[config.mk]
export PLATFORM = sky130hd
export DESIGN_NAME = shader_fetch_flat
export DESIGN_NICKNAME = d
export VERILOG_FILES = /design/src/rtl/shader_fetch_pkg.sv /design/src/rtl/shader_fetch_if.sv /design/src/rtl/shader_fetch.sv /design/src/flat_wrapper.sv
export SDC_FILE = /design/constraint.sdc
export NUM_CORES = 1
export LEC_CHECK = 0
export ABC_CLOCK_PERIOD_IN_PS = 4100
export BUFFER_PORTS_ARGS = -buffer_cell sky130_fd_sc_hd__buf_4
export CORE_ASPECT_RATIO = 1.25
export CORE_MARGIN = 4
export CORE_UTILIZATION = 55
export CTS_BUF_LIST = sky130_fd_sc_hd__clkbuf_8 sky130_fd_sc_hd__clkbuf_16
export CTS_CLUSTER_DIAMETER = 60
export CTS_CLUSTER_SIZE = 40
export DETAILED_ROUTE_END_ITERATION = 10
export HOLD_SLACK_MARGIN = 0.06
export PLACE_DENSITY = 0.73
export SLEW_MARGIN = 5
export SYNTH_ARGS = -nofsm -noshare
export SYNTH_HDL_FRONTEND = slang
export SYNTH_SLANG_ARGS = --single-unit
export TNS_END_PERCENT = 100
[constraint.sdc]
create_clock -name clk_i -period 4.1 [get_ports clk_i]
set_clock_uncertainty 0.2 [all_clocks]
set_input_delay 0.205 -clock clk_i [delete_from_list [all_inputs] [get_ports clk_i]]
set_output_delay 0.205 -clock clk_i [all_outputs]
set_load 0.01 [all_outputs]
[src/rtl/shader_fetch_pkg.sv]
// Shared definitions for the shader instruction fetch unit: opcode prefixes
// and the program loaded into instruction memory on reset.
package shader_fetch_pkg;

    localparam logic [5:0] PFX_GETX   = 6'b0001_00;
    localparam logic [5:0] PFX_GETY   = 6'b0001_01;
    localparam logic [3:0] PFX_XOR    = 4'h7;
    localparam logic [5:0] PFX_SETRGB = 6'b0000_00;
    localparam logic [1:0] PFX_LDI    = 2'b10;

    localparam int DEFAULT_LEN = 4;

    // GETX R0; GETY R1; XOR R0,R1; SETRGB R0
    localparam logic [7:0] DEFAULT_PROGRAM [DEFAULT_LEN] = '{
        {PFX_GETX, 2'd0},
        {PFX_GETY, 2'd1},
        {PFX_XOR, 2'd1, 2'd0},
        {PFX_SETRGB, 2'd0}
    };

    function automatic logic [7:0] default_instr(input int slot);
        logic [7:0] word;
        case (slot)
            0:       word = DEFAULT_PROGRAM[0];
            1:       word = DEFAULT_PROGRAM[1];
            2:       word = DEFAULT_PROGRAM[2];
            3:       word = DEFAULT_PROGRAM[3];
            default: word = 8'h00;
        endcase
        return word;
    endfunction

endpackage

[src/rtl/shader_fetch_if.sv]
// Program-load and instruction-issue signals between the fetch unit and its
// surroundings (loader on the write side, execute stage on the issue side).
interface shader_fetch_if #(
  parameter int NUM_INSTR = 8,
  parameter int AW = $clog2(NUM_INSTR)
);
  logic          start_i;
  logic          wr_en_i;
  logic [AW-1:0] wr_addr_i;
  logic [7:0]    wr_data_i;
  logic [7:0]    instr_o;
  logic          execute_o;
  logic          busy_o;
  logic          done_o;
  logic          wr_ack_o;

  modport master (
    output start_i, wr_en_i, wr_addr_i, wr_data_i,
    input  instr_o, execute_o, busy_o, done_o, wr_ack_o
  );

  modport slave (
    input  start_i, wr_en_i, wr_addr_i, wr_data_i,
    output instr_o, execute_o, busy_o, done_o, wr_ack_o
  );
endinterface

[src/rtl/shader_fetch.sv]
// Shader instruction fetch: on each start it streams every program slot, in
// order, to the execute stage; the program is writable only while idle.
module shader_fetch
  import shader_fetch_pkg::*;
#(
  parameter int NUM_INSTR = 8,
  localparam int AW = $clog2(NUM_INSTR)
) (
  input logic clk_i,
  input logic rst_i,
  shader_fetch_if.slave bus
);

  typedef enum logic {IDLE = 1'b0, RUN = 1'b1} state_t;

  localparam logic [AW-1:0] LAST = AW'(NUM_INSTR - 1);

  state_t        state;
  logic [AW-1:0] pc;
  logic [7:0]    mem [NUM_INSTR];
  logic [7:0]    instr;
  logic          execute;
  logic          done;
  logic          wr_ack;

  // Slot 0 is issued in the accepting cycle so the first instruction appears
  // one cycle after start; pc therefore always names the next slot to issue.
  always_ff @(posedge clk_i or posedge rst_i) begin
    if (rst_i) begin
      state   <= IDLE;
      pc      <= '0;
      instr   <= 8'h00;
      execute <= 1'b0;
      done    <= 1'b0;
      wr_ack  <= 1'b0;
      for (int i = 0; i < NUM_INSTR; i++) begin
        mem[i] <= default_instr(i);
      end
    end else begin
      execute <= 1'b0;
      done    <= 1'b0;
      wr_ack  <= 1'b0;
      case (state)
        IDLE: begin
          if (bus.start_i) begin
            state   <= RUN;
            instr   <= mem[0];
            execute <= 1'b1;
            pc      <= AW'(1);
          end else begin
            pc <= '0;
            if (bus.wr_en_i) begin
              mem[bus.wr_addr_i] <= bus.wr_data_i;
              wr_ack             <= 1'b1;
            end else begin
              wr_ack <= 1'b0;
            end
          end
        end
        RUN: begin
          instr   <= mem[pc];
          execute <= 1'b1;
          pc      <= pc + AW'(1);
          // start is only sampled on the final slot: it chains a gapless pass
          if (pc == LAST) begin
            done <= 1'b1;
            if (!bus.start_i) begin
              state <= IDLE;
            end else begin
              state <= RUN;
            end
          end else begin
            done <= 1'b0;
          end
        end
        default: begin
          state <= IDLE;
          pc    <= '0;
        end
      endcase
    end
  end

  assign bus.instr_o   = instr;
  assign bus.execute_o = execute;
  assign bus.done_o    = done;
  assign bus.wr_ack_o  = wr_ack;
  assign bus.busy_o    = (state == RUN);

endmodule
[src/flat_wrapper.sv]
// flat-port wrapper written by rule: the top's interface ports become plain ports
module shader_fetch_flat import shader_fetch_pkg::*;
#(
  parameter int NUM_INSTR = 8,
  localparam int AW = $clog2(NUM_INSTR)
)
  (clk_i, rst_i, bus_start_i, bus_wr_en_i, bus_wr_addr_i, bus_wr_data_i, bus_instr_o, bus_execute_o, bus_busy_o, bus_done_o, bus_wr_ack_o);
  shader_fetch_if #(.NUM_INSTR(NUM_INSTR)) bus_i ();
  input logic clk_i;
  input logic rst_i;
  input wire logic [$bits(bus_i.start_i)-1:0] bus_start_i;
  input wire logic [$bits(bus_i.wr_en_i)-1:0] bus_wr_en_i;
  input wire logic [$bits(bus_i.wr_addr_i)-1:0] bus_wr_addr_i;
  input wire logic [$bits(bus_i.wr_data_i)-1:0] bus_wr_data_i;
  output wire logic [$bits(bus_i.instr_o)-1:0] bus_instr_o;
  output wire logic [$bits(bus_i.execute_o)-1:0] bus_execute_o;
  output wire logic [$bits(bus_i.busy_o)-1:0] bus_busy_o;
  output wire logic [$bits(bus_i.done_o)-1:0] bus_done_o;
  output wire logic [$bits(bus_i.wr_ack_o)-1:0] bus_wr_ack_o;
  assign bus_i.start_i = bus_start_i;
  assign bus_i.wr_en_i = bus_wr_en_i;
  assign bus_i.wr_addr_i = bus_wr_addr_i;
  assign bus_i.wr_data_i = bus_wr_data_i;
  assign bus_instr_o = bus_i.instr_o;
  assign bus_execute_o = bus_i.execute_o;
  assign bus_busy_o = bus_i.busy_o;
  assign bus_done_o = bus_i.done_o;
  assign bus_wr_ack_o = bus_i.wr_ack_o;
  shader_fetch #(.NUM_INSTR(NUM_INSTR)) u_core (.clk_i(clk_i), .rst_i(rst_i), .bus(bus_i));
endmodule
==> flow_summary_export.csv <==
group,metric,value,unit
outcome,status,"completed",
power,p_switching,0.7322,mW
floorplan,fp.dieW,80.15,µm
drt,wirelength,7.285,mm
cells_and_area,final_cell_mix,"mux2_2 (71), dfrtp_1 (71), buf_4 (28), o22ai_1 (16), clkbuf_8 (12)",
sta,worst_slack,1.744,ns
power,power_frac_comb,28.7,%
clocking,cts_buffers,9,
grt,grt_pass1_vias,2256,
power,p_seq_share,47.0,%
drt,drcViolationCount,0,
worst_setup_path,worstPathMaxFanout,25,
run,drv_cap,0,
cells_and_area,layout.cells.non_filler,369,
place,hpwl,4.556,mm
power,peakVddDrop,393.8,µV
synth,ys_warn_count,0,
power,powerDensity,596.1,nW/µm²
drt,vias_per_cell,5.753,
synth,ys_ff_latch,79,
synth,netlist-cell-type-count,26,
cells_and_area,nNetsFinal,296,
cells_and_area,utilization,66.53,%
clocking,root_buffer,"clkbuf_8",
worst_setup_path,arrival,2.40,ns
worst_setup_path,crit_type,"register to register",
floorplan,fp.dieH,98.18,µm
grt,grt-ovfl-total,0,
power,internal_power,1.745,mW
place,port_buffers,26,
sta,setup_violations,0,
drt,ant_nets,0,
clocking,cts_max_path_buffers,2,
sta,tightest_slew,0.8298,ns
clocking,post-cts-setup-buffers,0,
power,swShare,29.56,%
grt,grt_pass1_wl,11.83,mm
floorplan,die_area,7869,µm²
drt,vias,2123,
synth,syn_area_per_cell,14.97,µm²
worst_setup_path,critPathRequiredTime,4.14,ns
synth,syn_area,3578,µm²
floorplan,io-pin-count,27,
cells_and_area,drive_above_1_share,51.06,%
clocking,cts_tree,"built",
sta,rsz0062_at_grt,"no",
power,pwr-share-clk,24.2,%
worst_setup_path,worstSetupEndpointType,"register",
sta,hold_violations,0,
place,place_area,3836,µm²
cells_and_area,nFillCells,482,
sta,period_share,57.46,%
synth,ys_seq_area_share,55.52,%
grt,grt_max_degree,42,
place,post-place-cells,342,
floorplan,core_area,6246,µm²
place,place_ws,1.780,ns
synth,synthesis.nets,256,
grt,antenna_found_initial,0,
clocking,clkSinkCount,79,
cells_and_area,design_area,4155,µm²
synth,syn_inst,239,
place,routabilityCongestion,0.7587,
sta,fin_crit,2.356,ns
floorplan,start_util,57.29,%
cells_and_area,area_growth_syn_to_layout,16.12,%
min_path,min_path_type,"input port to register",
clocking,htree_levels,3,
sta,tns,0,ns
drt,drt-pass1-iter-count,4,
sta,max_slew_margin,44.60,%
grt,track_usage,20.28,%
clocking,clock_latency,0.36,ns
sta,timing.hold.ws,0.2562,ns
drt,wire_per_inst,19.74,µm
sta,max_freq,424.5,MHz
sta,slew_viol_final,0,
drt,drt_iter0_drc,74,
power,total_power,2.477,mW
worst_setup_path,startpoint_type,"register",
power,leakagePower,2.009,nW
floorplan,num_rows,32,
clocking,path_clk_slew,0.08,ns
cells_and_area,antennaDiodeCount,0,
## power groups by stage
stage	clock [mW]	combinational, mW	sequential (mW)
final	0.600	0.712	1.17
after global routing	0.640	0.776	1.19
after CTS	0.609	0.720	1.16
after detailed placement	0	0.711	1.18
after global placement	0	0.692	1.17
after floorplan	0	0.552	1.11
## kinds of logic after synthesis
| family | share of synthesized area, % |
|---|---|
| muxes | 33.29 |
| AOI/OAI and AO/OA | 4.336 |
| DFF | 55.52 |
| and+or+nand+nor | 4.091 |
| buffers and inverters | 2.063 |
| adders and majority gates | 0.6992 |
## per-layer routing
layer | wire length (µm) | global-route usage, %
met1 | 3389 | 28.60
met2 | 3427 | 29.91
met3 | 265 | 3.506
met4 | 203 | 10.66
met5 | 0 | 0
## final cells by class
type                       count  area [µm²]  area share [%]
tap                           85       106.4           2.559
sequential                    79        1987           47.82
multi-input combinational    146        1518           36.53
clock buffer                  12       165.2           3.975
timing repair buffer          39       320.3           7.709
clock inverter                 4       43.79           1.054
inverter                       4       15.01          0.3613
## what timing repair did
item | in CTS | in global routing
endpoints found under the hold margin | 102 | 0
hold buffers | 11 | 0
gates resized for setup | 0 | 0
## state kept, by name, summed over array words and instances (netlist names)
name,count
u_core.mem,64
u_core.bus.instr_o,8
u_core.pc,3
u_core.bus.busy_o,1
u_core.bus.done_o,1
u_core.bus.execute_o,1
u_core.bus.wr_ack_o,1
## critical path: stages (launching register included)
cell     delay [ns]
dfrtp_1        0.69
nor4b_4        0.49
and3_1         0.47
mux2_2         0.38
## path summary, 6_finish.rpt
check                                   endpoint  cells after the start  slack, ns         startpoint
setup / recovery                   u_core.mem[9]                      3       1.74  u_core.bus.busy_o
hold / removal                    u_core.mem[29]                      4       0.26   bus_wr_addr_i[0]
setup reg to reg                   u_core.mem[9]                      3       1.74  u_core.bus.busy_o
hold reg to reg                   u_core.mem[13]                      1       0.30     u_core.mem[13]
max in group asynchronous         u_core.mem[50]                      4       2.31              rst_i
min in group asynchronous  u_core.bus.instr_o[5]                      3       0.37              rst_i
## synthesized netlist by cell type, drive strengths merged
| master | instances | area share (%) |
|---|---|---|
| dfstp | 8 | 5.9 |
| mux2i | 8 | 2.2 |
| nor4b | 1 | 0.66 |
| a21boi | 1 | 0.21 |
| o22ai | 16 | 2.8 |
| and4bb | 1 | 0.35 |
| a21o | 1 | 0.21 |
| nor2 | 2 | 0.21 |
| inv | 4 | 0.42 |
| clkbuf | 3 | 0.31 |
| nand2 | 7 | 0.94 |
| ha | 2 | 0.70 |
| and3 | 2 | 0.35 |
| mux2 | 80 | 26 |
| and2 | 3 | 0.52 |
| o21ai | 8 | 1.1 |
| or2 | 2 | 0.35 |
| dfrtp | 71 | 50 |
| nand2b | 2 | 0.35 |
| nor2b | 2 | 0.35 |
| mux4 | 8 | 5.0 |
| buf | 7 | 1.3 |
Note: power is estimated with default switching activity, not from simulation.
